## src/rtl/instr_encoder.sv

```systemverilog
// RV32I encoder: symbolic request -> packed machine word with a sequential word address.
// Optional immediate range checking is compiled in with `define ENC_RANGE_CHECK_EN.
module instr_encoder #(
    parameter int ADDR_W = 10
) (
    input  logic              clk,
    input  logic              rst_n,
    input  logic              in_valid,
    output logic              in_ready,
    input  logic [5:0]        in_op,
    input  logic [4:0]        in_rd,
    input  logic [4:0]        in_rs1,
    input  logic [4:0]        in_rs2,
    input  logic [31:0]       in_imm,
    input  logic              base_load,
    input  logic [ADDR_W-1:0] base_addr,
    output logic              out_valid,
    input  logic              out_ready,
    output logic [31:0]       out_instr,
    output logic [ADDR_W-1:0] out_addr,
    output logic              err_illegal,
    output logic              err_range,
    input  logic              err_clr
);
    typedef enum logic [2:0] {F_R, F_I, F_SH, F_S, F_B, F_U, F_J, F_X} fmt_e;

    fmt_e        fmt;
    logic [6:0]  opc;
    logic [2:0]  f3;
    logic        alt;
    logic [31:0] word;
    logic        legal, imm_ok, accept, fire;
    logic [ADDR_W-1:0] cur_addr;

    logic              out_valid_q, out_valid_d;
    logic [31:0]       out_instr_q, out_instr_d;
    logic [ADDR_W-1:0] out_addr_q, out_addr_d, next_addr_q, next_addr_d;
    logic              err_illegal_q, err_illegal_d;

    // Operation index -> format, major opcode, funct3 and the funct7 bit-30 flag.
    always_comb begin
        fmt = F_X; opc = 7'h00; f3 = 3'd0; alt = 1'b0;
        case (in_op)
            6'd0:  begin fmt = F_U;  opc = 7'h37; end
            6'd1:  begin fmt = F_U;  opc = 7'h17; end
            6'd2:  begin fmt = F_J;  opc = 7'h6F; end
            6'd3:  begin fmt = F_I;  opc = 7'h67; end
            6'd4:  begin fmt = F_B;  opc = 7'h63; f3 = 3'd0; end
            6'd5:  begin fmt = F_B;  opc = 7'h63; f3 = 3'd1; end
            6'd6:  begin fmt = F_B;  opc = 7'h63; f3 = 3'd4; end
            6'd7:  begin fmt = F_B;  opc = 7'h63; f3 = 3'd5; end
            6'd8:  begin fmt = F_B;  opc = 7'h63; f3 = 3'd6; end
            6'd9:  begin fmt = F_B;  opc = 7'h63; f3 = 3'd7; end
            6'd10: begin fmt = F_I;  opc = 7'h03; f3 = 3'd0; end
            6'd11: begin fmt = F_I;  opc = 7'h03; f3 = 3'd1; end
            6'd12: begin fmt = F_I;  opc = 7'h03; f3 = 3'd2; end
            6'd13: begin fmt = F_I;  opc = 7'h03; f3 = 3'd4; end
            6'd14: begin fmt = F_I;  opc = 7'h03; f3 = 3'd5; end
            6'd15: begin fmt = F_S;  opc = 7'h23; f3 = 3'd0; end
            6'd16: begin fmt = F_S;  opc = 7'h23; f3 = 3'd1; end
            6'd17: begin fmt = F_S;  opc = 7'h23; f3 = 3'd2; end
            6'd18: begin fmt = F_I;  opc = 7'h13; f3 = 3'd0; end
            6'd19: begin fmt = F_I;  opc = 7'h13; f3 = 3'd2; end
            6'd20: begin fmt = F_I;  opc = 7'h13; f3 = 3'd3; end
            6'd21: begin fmt = F_I;  opc = 7'h13; f3 = 3'd4; end
            6'd22: begin fmt = F_I;  opc = 7'h13; f3 = 3'd6; end
            6'd23: begin fmt = F_I;  opc = 7'h13; f3 = 3'd7; end
            6'd24: begin fmt = F_SH; opc = 7'h13; f3 = 3'd1; end
            6'd25: begin fmt = F_SH; opc = 7'h13; f3 = 3'd5; end
            6'd26: begin fmt = F_SH; opc = 7'h13; f3 = 3'd5; alt = 1'b1; end
            6'd27: begin fmt = F_R;  opc = 7'h33; f3 = 3'd0; end
            6'd28: begin fmt = F_R;  opc = 7'h33; f3 = 3'd0; alt = 1'b1; end
            6'd29: begin fmt = F_R;  opc = 7'h33; f3 = 3'd1; end
            6'd30: begin fmt = F_R;  opc = 7'h33; f3 = 3'd2; end
            6'd31: begin fmt = F_R;  opc = 7'h33; f3 = 3'd3; end
            6'd32: begin fmt = F_R;  opc = 7'h33; f3 = 3'd4; end
            6'd33: begin fmt = F_R;  opc = 7'h33; f3 = 3'd5; end
            6'd34: begin fmt = F_R;  opc = 7'h33; f3 = 3'd5; alt = 1'b1; end
            6'd35: begin fmt = F_R;  opc = 7'h33; f3 = 3'd6; end
            6'd36: begin fmt = F_R;  opc = 7'h33; f3 = 3'd7; end
            default: ;
        endcase
    end

    always_comb begin
        word = '0;
        case (fmt)
            F_R:  word = {1'b0, alt, 5'd0, in_rs2, in_rs1, f3, in_rd, opc};
            F_I:  word = {in_imm[11:0], in_rs1, f3, in_rd, opc};
            F_SH: word = {1'b0, alt, 5'd0, in_imm[4:0], in_rs1, f3, in_rd, opc};
            F_S:  word = {in_imm[11:5], in_rs2, in_rs1, f3, in_imm[4:0], opc};
            F_B:  word = {in_imm[12], in_imm[10:5], in_rs2, in_rs1, f3, in_imm[4:1], in_imm[11], opc};
            F_U:  word = {in_imm[31:12], in_rd, opc};
            F_J:  word = {in_imm[20], in_imm[10:1], in_imm[11], in_imm[19:12], in_rd, opc};
            default: word = '0;
        endcase
    end

`ifdef ENC_RANGE_CHECK_EN
    logic err_range_q, err_range_d;

    // Signed range checks reduce to "all bits above the field's sign bit agree".
    always_comb begin
        imm_ok = 1'b1;
        case (fmt)
            F_I, F_S: imm_ok = (&in_imm[31:11]) || !(|in_imm[31:11]);
            F_B:      imm_ok = ((&in_imm[31:12]) || !(|in_imm[31:12])) && !in_imm[0];
            F_J:      imm_ok = ((&in_imm[31:20]) || !(|in_imm[31:20])) && !in_imm[0];
            F_U:      imm_ok = !(|in_imm[11:0]);
            F_SH:     imm_ok = !(|in_imm[31:5]);
            default:  imm_ok = 1'b1;
        endcase
    end

    assign err_range_d = !err_clr && (err_range_q || (accept && legal && !imm_ok));

    always_ff @(posedge clk or negedge rst_n) begin
        if (!rst_n) err_range_q <= 1'b0;
        else        err_range_q <= err_range_d;
    end

    assign err_range = err_range_q;
`else
    assign imm_ok    = 1'b1;
    assign err_range = 1'b0;
`endif

    assign legal    = (fmt != F_X);
    assign in_ready = !out_valid_q || out_ready;
    assign accept   = in_valid && in_ready;
    assign fire     = accept && legal && imm_ok;
    assign cur_addr = base_load ? base_addr : next_addr_q;

    always_comb begin
        out_instr_d   = fire ? word : out_instr_q;
        out_addr_d    = fire ? cur_addr : out_addr_q;
        out_valid_d   = fire || (out_valid_q && !out_ready);
        // A rejected request still honours a same-cycle base_load.
        next_addr_d   = fire ? cur_addr + ADDR_W'(1) : cur_addr;
        err_illegal_d = !err_clr && (err_illegal_q || (accept && !legal));
    end

    always_ff @(posedge clk or negedge rst_n) begin
        if (!rst_n) begin
            out_valid_q   <= 1'b0;
            out_instr_q   <= '0;
            out_addr_q    <= '0;
            next_addr_q   <= '0;
            err_illegal_q <= 1'b0;
        end else begin
            out_valid_q   <= out_valid_d;
            out_instr_q   <= out_instr_d;
            out_addr_q    <= out_addr_d;
            next_addr_q   <= next_addr_d;
            err_illegal_q <= err_illegal_d;
        end
    end

    assign out_valid   = out_valid_q;
    assign out_instr   = out_instr_q;
    assign out_addr    = out_addr_q;
    assign err_illegal = err_illegal_q;
endmodule

```

## config.mk

```make
export PLATFORM = sky130hd
export DESIGN_NAME = instr_encoder
export DESIGN_NICKNAME = d
export VERILOG_FILES = /design/src/rtl/instr_encoder.sv
export SDC_FILE = /design/constraint.sdc
export NUM_CORES = 1
export LEC_CHECK = 0
export BUFFER_PORTS_ARGS = -buffer_cell sky130_fd_sc_hd__buf_2
export CORE_ASPECT_RATIO = 1.25
export CORE_MARGIN = 4
export CORE_UTILIZATION = 30
export DETAILED_ROUTE_END_ITERATION = 8
export GPL_TIMING_DRIVEN = 0
export SYNTH_ARGS = -nofsm -noshare
export SYNTH_HDL_FRONTEND = slang
export SYNTH_SLANG_ARGS = --single-unit
```

## constraint.sdc

```tcl
create_clock -name clk -period 4 [get_ports clk]
set_clock_uncertainty 0.05 [all_clocks]
set_input_delay 0.8 -clock clk [delete_from_list [all_inputs] [get_ports clk]]
set_output_delay 0.8 -clock clk [all_outputs]
set_load 0.01 [all_outputs]
```

* Yosys cells after proc, flatten, opt, wreduce, memory -nomap -nowiden
Cells that the tools add are included.
W data, S select, Z words.
** Word-level totals
- Output and inout port bits :: 46
- Logic and storage cells :: 86
- Bits in registers :: 54
- Input port bits :: 69
** Operators by class
- Mux-type cells :: 7
- Add/subtract/negate cells :: 1
- Reduce and logical (&&, ||, !) cells :: 30
- Equal/unequal tests :: 43
** Operators by type and width (number)
- $pmux W32 S7 :: 1
- $eq A6 B5 Y1 const B :: 16
- $pmux W7 S9 :: 1
- $eq A6 B4 Y1 const B :: 8
- $pmux W3 S7 :: 2
- $eq A6 B6 Y1 const B :: 5
- $eq A6 B3 Y1 const B :: 4
- $mux W10 :: 2
- $reduce_or A3 Y1 :: 5
- $eq A6 B2 Y1 const B :: 2
- $reduce_or A12 Y1 :: 1
- $reduce_or A6 Y1 :: 2
- $add A10 B1 Y10 const B :: 1
- $reduce_or A10 Y1 :: 1
- $reduce_or A5 Y1 :: 2
- $eq A3 B3 Y1 const B :: 3
- $reduce_or A9 Y1 :: 1
- $reduce_or A4 Y1 :: 2
- $eq A3 B2 Y1 const B :: 2
- $eq A6 B1 Y1 const B :: 1
- $logic_not A6 Y1 :: 1
- $logic_and A1 B1 Y1 :: 5
- $logic_not A1 Y1 :: 4
- $reduce_or A2 Y1 :: 2
- 5 further kinds :: 7

* Depth between registers and ports, before layout
- Depth in word-level cells :: 8
- Mapped depth :: 9
- Gate-level depth less buffers :: 6

* Worst setup path after synthesis
OpenSTA, ideal clock, no wires.
- Kind :: input port to flip-flop
- From :: input port out_ready
- To :: register next_addr_q[6]
- Cell stages on the path :: 6
- Slack :: 1724 ps
- Required time :: 3819 ps
- Arrival time :: 2095 ps
- Setup time :: 131 ps
- Path buffers :: 1
- Path through :: nand2b_1 -> nand2_1 -> or2_1 -> clkbuf_1 -> or4_1 -> xor2_1
** Between the ends
- Longest elaborated chain between the ends :: 4
** Ends and longest elaborated chain
- start: declaration :: line 18 : input logic out_ready,
- $logic_or A1 B1 Y1 :: line 129 : assign in_ready = !out_valid_q || out_ready;
- $logic_and A1 B1 Y1 :: line 130 : assign accept = in_valid && in_ready;
- $logic_and A1 B1 Y1 :: line 131 : assign fire = accept && legal && imm_ok;
- $mux W10 :: line 139 : next_addr_d = fire ? cur_addr + ADDR_W'(1) : cur_addr;
- via next_addr_d[6] :: line 37 : logic [ADDR_W-1:0] out_addr_q, out_addr_d, next_addr_q, next_addr_d;
- end signal: assignment :: line 154 : next_addr_q <= next_addr_d;
- end: declaration :: line 37
The timed path passes the listed nets, and every way through them passes these cells.
A chain may end at the register's enable or synchronous reset.

* Worst setup path after layout
- From :: input port in_op[3]
- To :: register out_instr_q[24], in the netlist out_instr[24]
** Between the ends
- Longest elaborated chain between the ends :: 5
- Elaborated cells between the ends (all ways) :: 54
- Those cells by class :: 43 x eq/ne; 2 x mux; 9 x reduce/logical
** Ends and longest elaborated chain
- start: declaration :: line 10 : input logic [5:0] in_op,
- $eq A6 B5 Y1 (tied with other cells) :: line 43 : case (in_op)
- $reduce_or A12 Y1 (no line) (tied with other cells)
- $pmux W3 S7 * :: line 43
- $eq A3 B3 Y1 (tied with other cells) :: line 87 : case (fmt)
- $pmux W32 S7 or $logic_and A1 B1 Y1 (tied branches) :: line 87, 131
- end signal: assignment :: line 152 : out_instr_q <= out_instr_d;
- end: declaration :: line 36 : logic [31:0] out_instr_q, out_instr_d;
Mark *: on every way between the ends. The rest lies on a longest branch, timed or not.

==> impl_metrics.py <==
metrics = {
    "power_and_ir_drop": {
        "power.density_nw_per_um2": 404,
        "p_leak_nw": 1.85,
        "vdd_drop_max_uv": 189,
    },
    "cts": {
        "cts_resized": 0,
        "cts_setup_buffers": 0,
        "clk_latency_ns": 0.29,
        "cts-root-buf": "clkbuf_16",
        "cts_hold_buf": 0,
        "htreeDepth": 2,
        "clock_path_buffers": 2,
        "cts_tree": "built",
        "cts_buffers": 5,
        "cts_sinks": 53,
        "clkTransAtPathRegs_ns": 0.07,
    },
    "logic_synthesis": {
        "synth_top_family_by_area": "compound AO/OA/AOI/OAI gates",
        "yosysUniqueCellTypes": 62,
        "syn_nets": 420,
        "synth_mux_area_share_pct": 3.58,
        "synthFlopType": "dfrtp_1",
        "yosys_register_bits": 53,
        "synth_edf_count": 0,
        "syn_area_per_cell_um2": 8.88,
        "synthXorXnorAreaFrac_pct": 3.38,
        "yosys.area_share.simple_pct": 19.7,
        "synthCells": 350,
        "seq_area_frac_synth_pct": 42.7,
        "synth_warnings": 0,
        "synth-compound-area-share_pct": 24.9,
        "synthAdderAreaFrac_pct": 0.403,
        "syn_area_um2": 3110,
        "async_flop_share_pct": 100,
    },
    "global_routing": {
        "antenna_found_initial": 0,
        "grt_max_degree": 54,
        "grt_pass1_vias": 3083,
        "overflow": 0,
        "grt_usage_pct": 16.4,
        "grt_pass1_wl_um": 16000,
    },
    "routing": {
        "ant_nets": 0,
        "drc": 0,
        "first_iter_violations": 193,
        "wl_per_cell_um": 17.1,
        "vias_per_cell": 5.29,
        "vias": 3170,
        "routed_wl_um": 10200,
        "drt_pass1_iterations": 5,
    },
    "setup_path": {
        "worst-path-buf-inv": 4,
        "worstSetupStartpointType": "input port",
        "crit_top_cell": "buf_2",
        "critical_path.cell_chain": "buf_2 > buf_2 > buf_2 > buf_2 > a21oi_1 > o31ai_1 > o22ai_1",
        "cp_top_family": "compound AO/OA/AOI/OAI gates",
        "cp_data_arrival_time_ns": 2.48,
        "cp_max_fo": 10,
        "slowest_delay_ns": 0.64,
        "reg2reg_slack_ns": 1.99,
        "crit_path_top_delay_cell": "o31ai_1",
        "required_ns": 4.08,
        "worstSetupPathType": "input port to flop",
        "end_kind": "flop",
    },
    "floorplanning": {
        "die_w_um": 99.0,
        "coreArea_um2": 10100,
        "ioPinCount": 115,
        "rows": 41,
        "die-area_um2": 12100,
        "die_y_um": 122,
        "initial_core_util_pct": 30.8,
    },
    "timing": {
        "fmax_mhz": 418,
        "min_period_over_period_pct": 59.8,
        "finalHoldViolCount": 0,
        "fin_crit_ns": 2.39,
        "finalSetupViolCount": 0,
        "drv_slew": 0,
        "tns_ns": 0,
        "rsz0062_at_grt": "false",
        "maxSlewHeadroom_pct": 22.0,
        "worst_slew_pin_slew_ns": 1.17,
    },
    "cells_and_area": {
        "multi_input_area_um2": 1620,
        "nNetsFinal": 539,
        "area_growth_syn_to_layout_pct": 28.6,
        "fillCellCount": 1055,
        "drive_above_1_share_pct": 31.5,
        "final_cells": 599,
        "seq_area_um2": 1330,
        "n_antenna_cell": 0,
    },
    "hold_path": {
        "hp-class": "flop to flop",
    },
    "place": {
        "routabilityCongestion": 0.929,
        "dp.cells": 591,
        "io_buffers": 112,
        "hpwl_um": 7960,
    },
    "run": {
        "maxCapViolCount": 0,
    },
    "status": {
        "status": "finished, final reports clean",
    },
}
[final timing paths]
kind / from / endpoint / cells after the start
worst max-delay path: in_op[3] / out_instr[24] / 7
worst min-delay path: out_addr[0] / out_addr[0] / 2
worst max register to register: out_valid / next_addr_q[2] / 6
worst min register to register: out_addr[0] / out_addr[0] / 2
max in group asynchronous: rst_n / out_instr[17] / 1
min in group asynchronous: rst_n / next_addr_q[4] / 1
[per-stage QoR]
stage | setup slack, ns | hold WS [ns] | instance area (µm²) | power [mW] | utilization (%)
after floorplan | 1.72 | 0.454 | 3110 | 0.940 | -
after global placement | 1.33 | 0.409 | 3830 | 1.13 | 37.9
after detailed placement | 1.30 | 0.415 | 3830 | 1.14 | 37.9
after CTS | 1.61 | 0.430 | 4000 | 1.63 | 39.6
after global routing | 1.48 | 0.464 | 4000 | 1.71 | 39.6
final | 1.61 | 0.425 | 4000 | 1.61 | 39.6
[placed cells by master (no fill, tap or decap), drive strengths merged, types with 9 or more instances in the layout]
master	Yosys	layout
o22ai	9	9
buf	20	132
dfrtp	53	53
o21ai	27	27
nor2	46	46
mux2i	10	10
clkbuf	10	16
a221oi	15	15
a21oi	14	14
nand2	29	29
[layer usage]
metal | up-vias | wire length, µm | global-route usage [%]
li1 | 1516 | - | -
met1 | 1516 | 4160 | 20.5
met2 | 121 | 5230 | 28.9
met3 | 17 | 620 | 2.46
met4 | 0 | 218 | 4.95
met5 | - | 0 | 0
[state kept, by name, indices dropped and copies added, names as in the netlist]
| name | flops |
|---|---|
| err_illegal | 1 |
| next_addr_q | 10 |
| out_addr | 10 |
| out_instr | 31 |
| out_valid | 1 |
[report_power, final]
part / switching (mW) / leakage (nW) / total (mW) / internal (mW)
sequential: 0.0486 / 0.631 / 0.680 / 0.631
clock: 0.188 / 0.0810 / 0.484 / 0.297
combinational: 0.262 / 1.14 / 0.450 / 0.188
[Yosys cell counts, types with 2 or more instances]
| cell | n | share of area (%) |
|---|---|---|
| a22o_1 | 5 | 1.4 |
| o22a_1 | 2 | 0.56 |
| nand3b_1 | 2 | 0.48 |
| a21oi_1 | 13 | 2.1 |
| nand2b_1 | 6 | 1.2 |
| dfrtp_1 | 53 | 43 |
| o21ai_1 | 2 | 0.32 |
| a32oi_1 | 2 | 0.56 |
| o2111ai_1 | 2 | 0.56 |
| a211oi_1 | 2 | 0.48 |
| nand3_1 | 8 | 1.3 |
| a21o_1 | 6 | 1.4 |
| a22oi_1 | 4 | 0.97 |
| a21boi_0 | 2 | 0.48 |
| xnor2_1 | 4 | 1.1 |
| nand4_1 | 3 | 0.60 |
| o21a_1 | 2 | 0.48 |
| clkbuf_1 | 10 | 1.2 |
| a221oi_1 | 15 | 4.2 |
| mux2i_1 | 10 | 3.2 |
| and3_1 | 3 | 0.60 |
| nand2_1 | 29 | 3.5 |
| buf_1 | 2 | 0.24 |
| nor3_1 | 5 | 0.81 |
| xor2_1 | 8 | 2.3 |
| or2_2 | 2 | 0.40 |
| o211ai_1 | 3 | 0.72 |
| nor2_1 | 45 | 5.4 |
| a222oi_1 | 2 | 0.64 |
| o21ai_0 | 24 | 3.9 |
| buf_2 | 15 | 2.4 |
| o22ai_1 | 9 | 1.8 |
| inv_1 | 4 | 0.48 |
| a31oi_1 | 8 | 1.6 |
| nor2b_1 | 8 | 1.6 |
| buf_4 | 3 | 0.72 |
| and2_1 | 2 | 0.40 |
[final cells by class]
cell class	instances	share of cell area, %
buffer	30	3.57
sequential	53	33.2
multi-input combinational	262	40.5
tap	129	4.04
clock buffer	6	3.22
clock inverter	2	0.970
inverter	5	0.469
timing repair buffer	112	14.0
[kinds of logic (layout without fill, tap and decap cells)]
kind of cell,after synthesis,in the layout
AND/OR/NAND/NOR,125,125
AO/OA/AOI/OAI,112,112
flip-flops,53,53
buffers and inverters,35,155
XOR/XNOR,12,12
multiplexers,11,11
adder cells (fa/ha/maj),1,1
other,1,1
[worst min-delay path: cells and delay by family (launching register included)]
family             cells  cell delay [ns]
DFF                    1             0.34
AOI/OAI and AO/OA      1             0.06
and+or+nand+nor        1             0.04
Note: power is estimated with default switching activity, not from simulation.
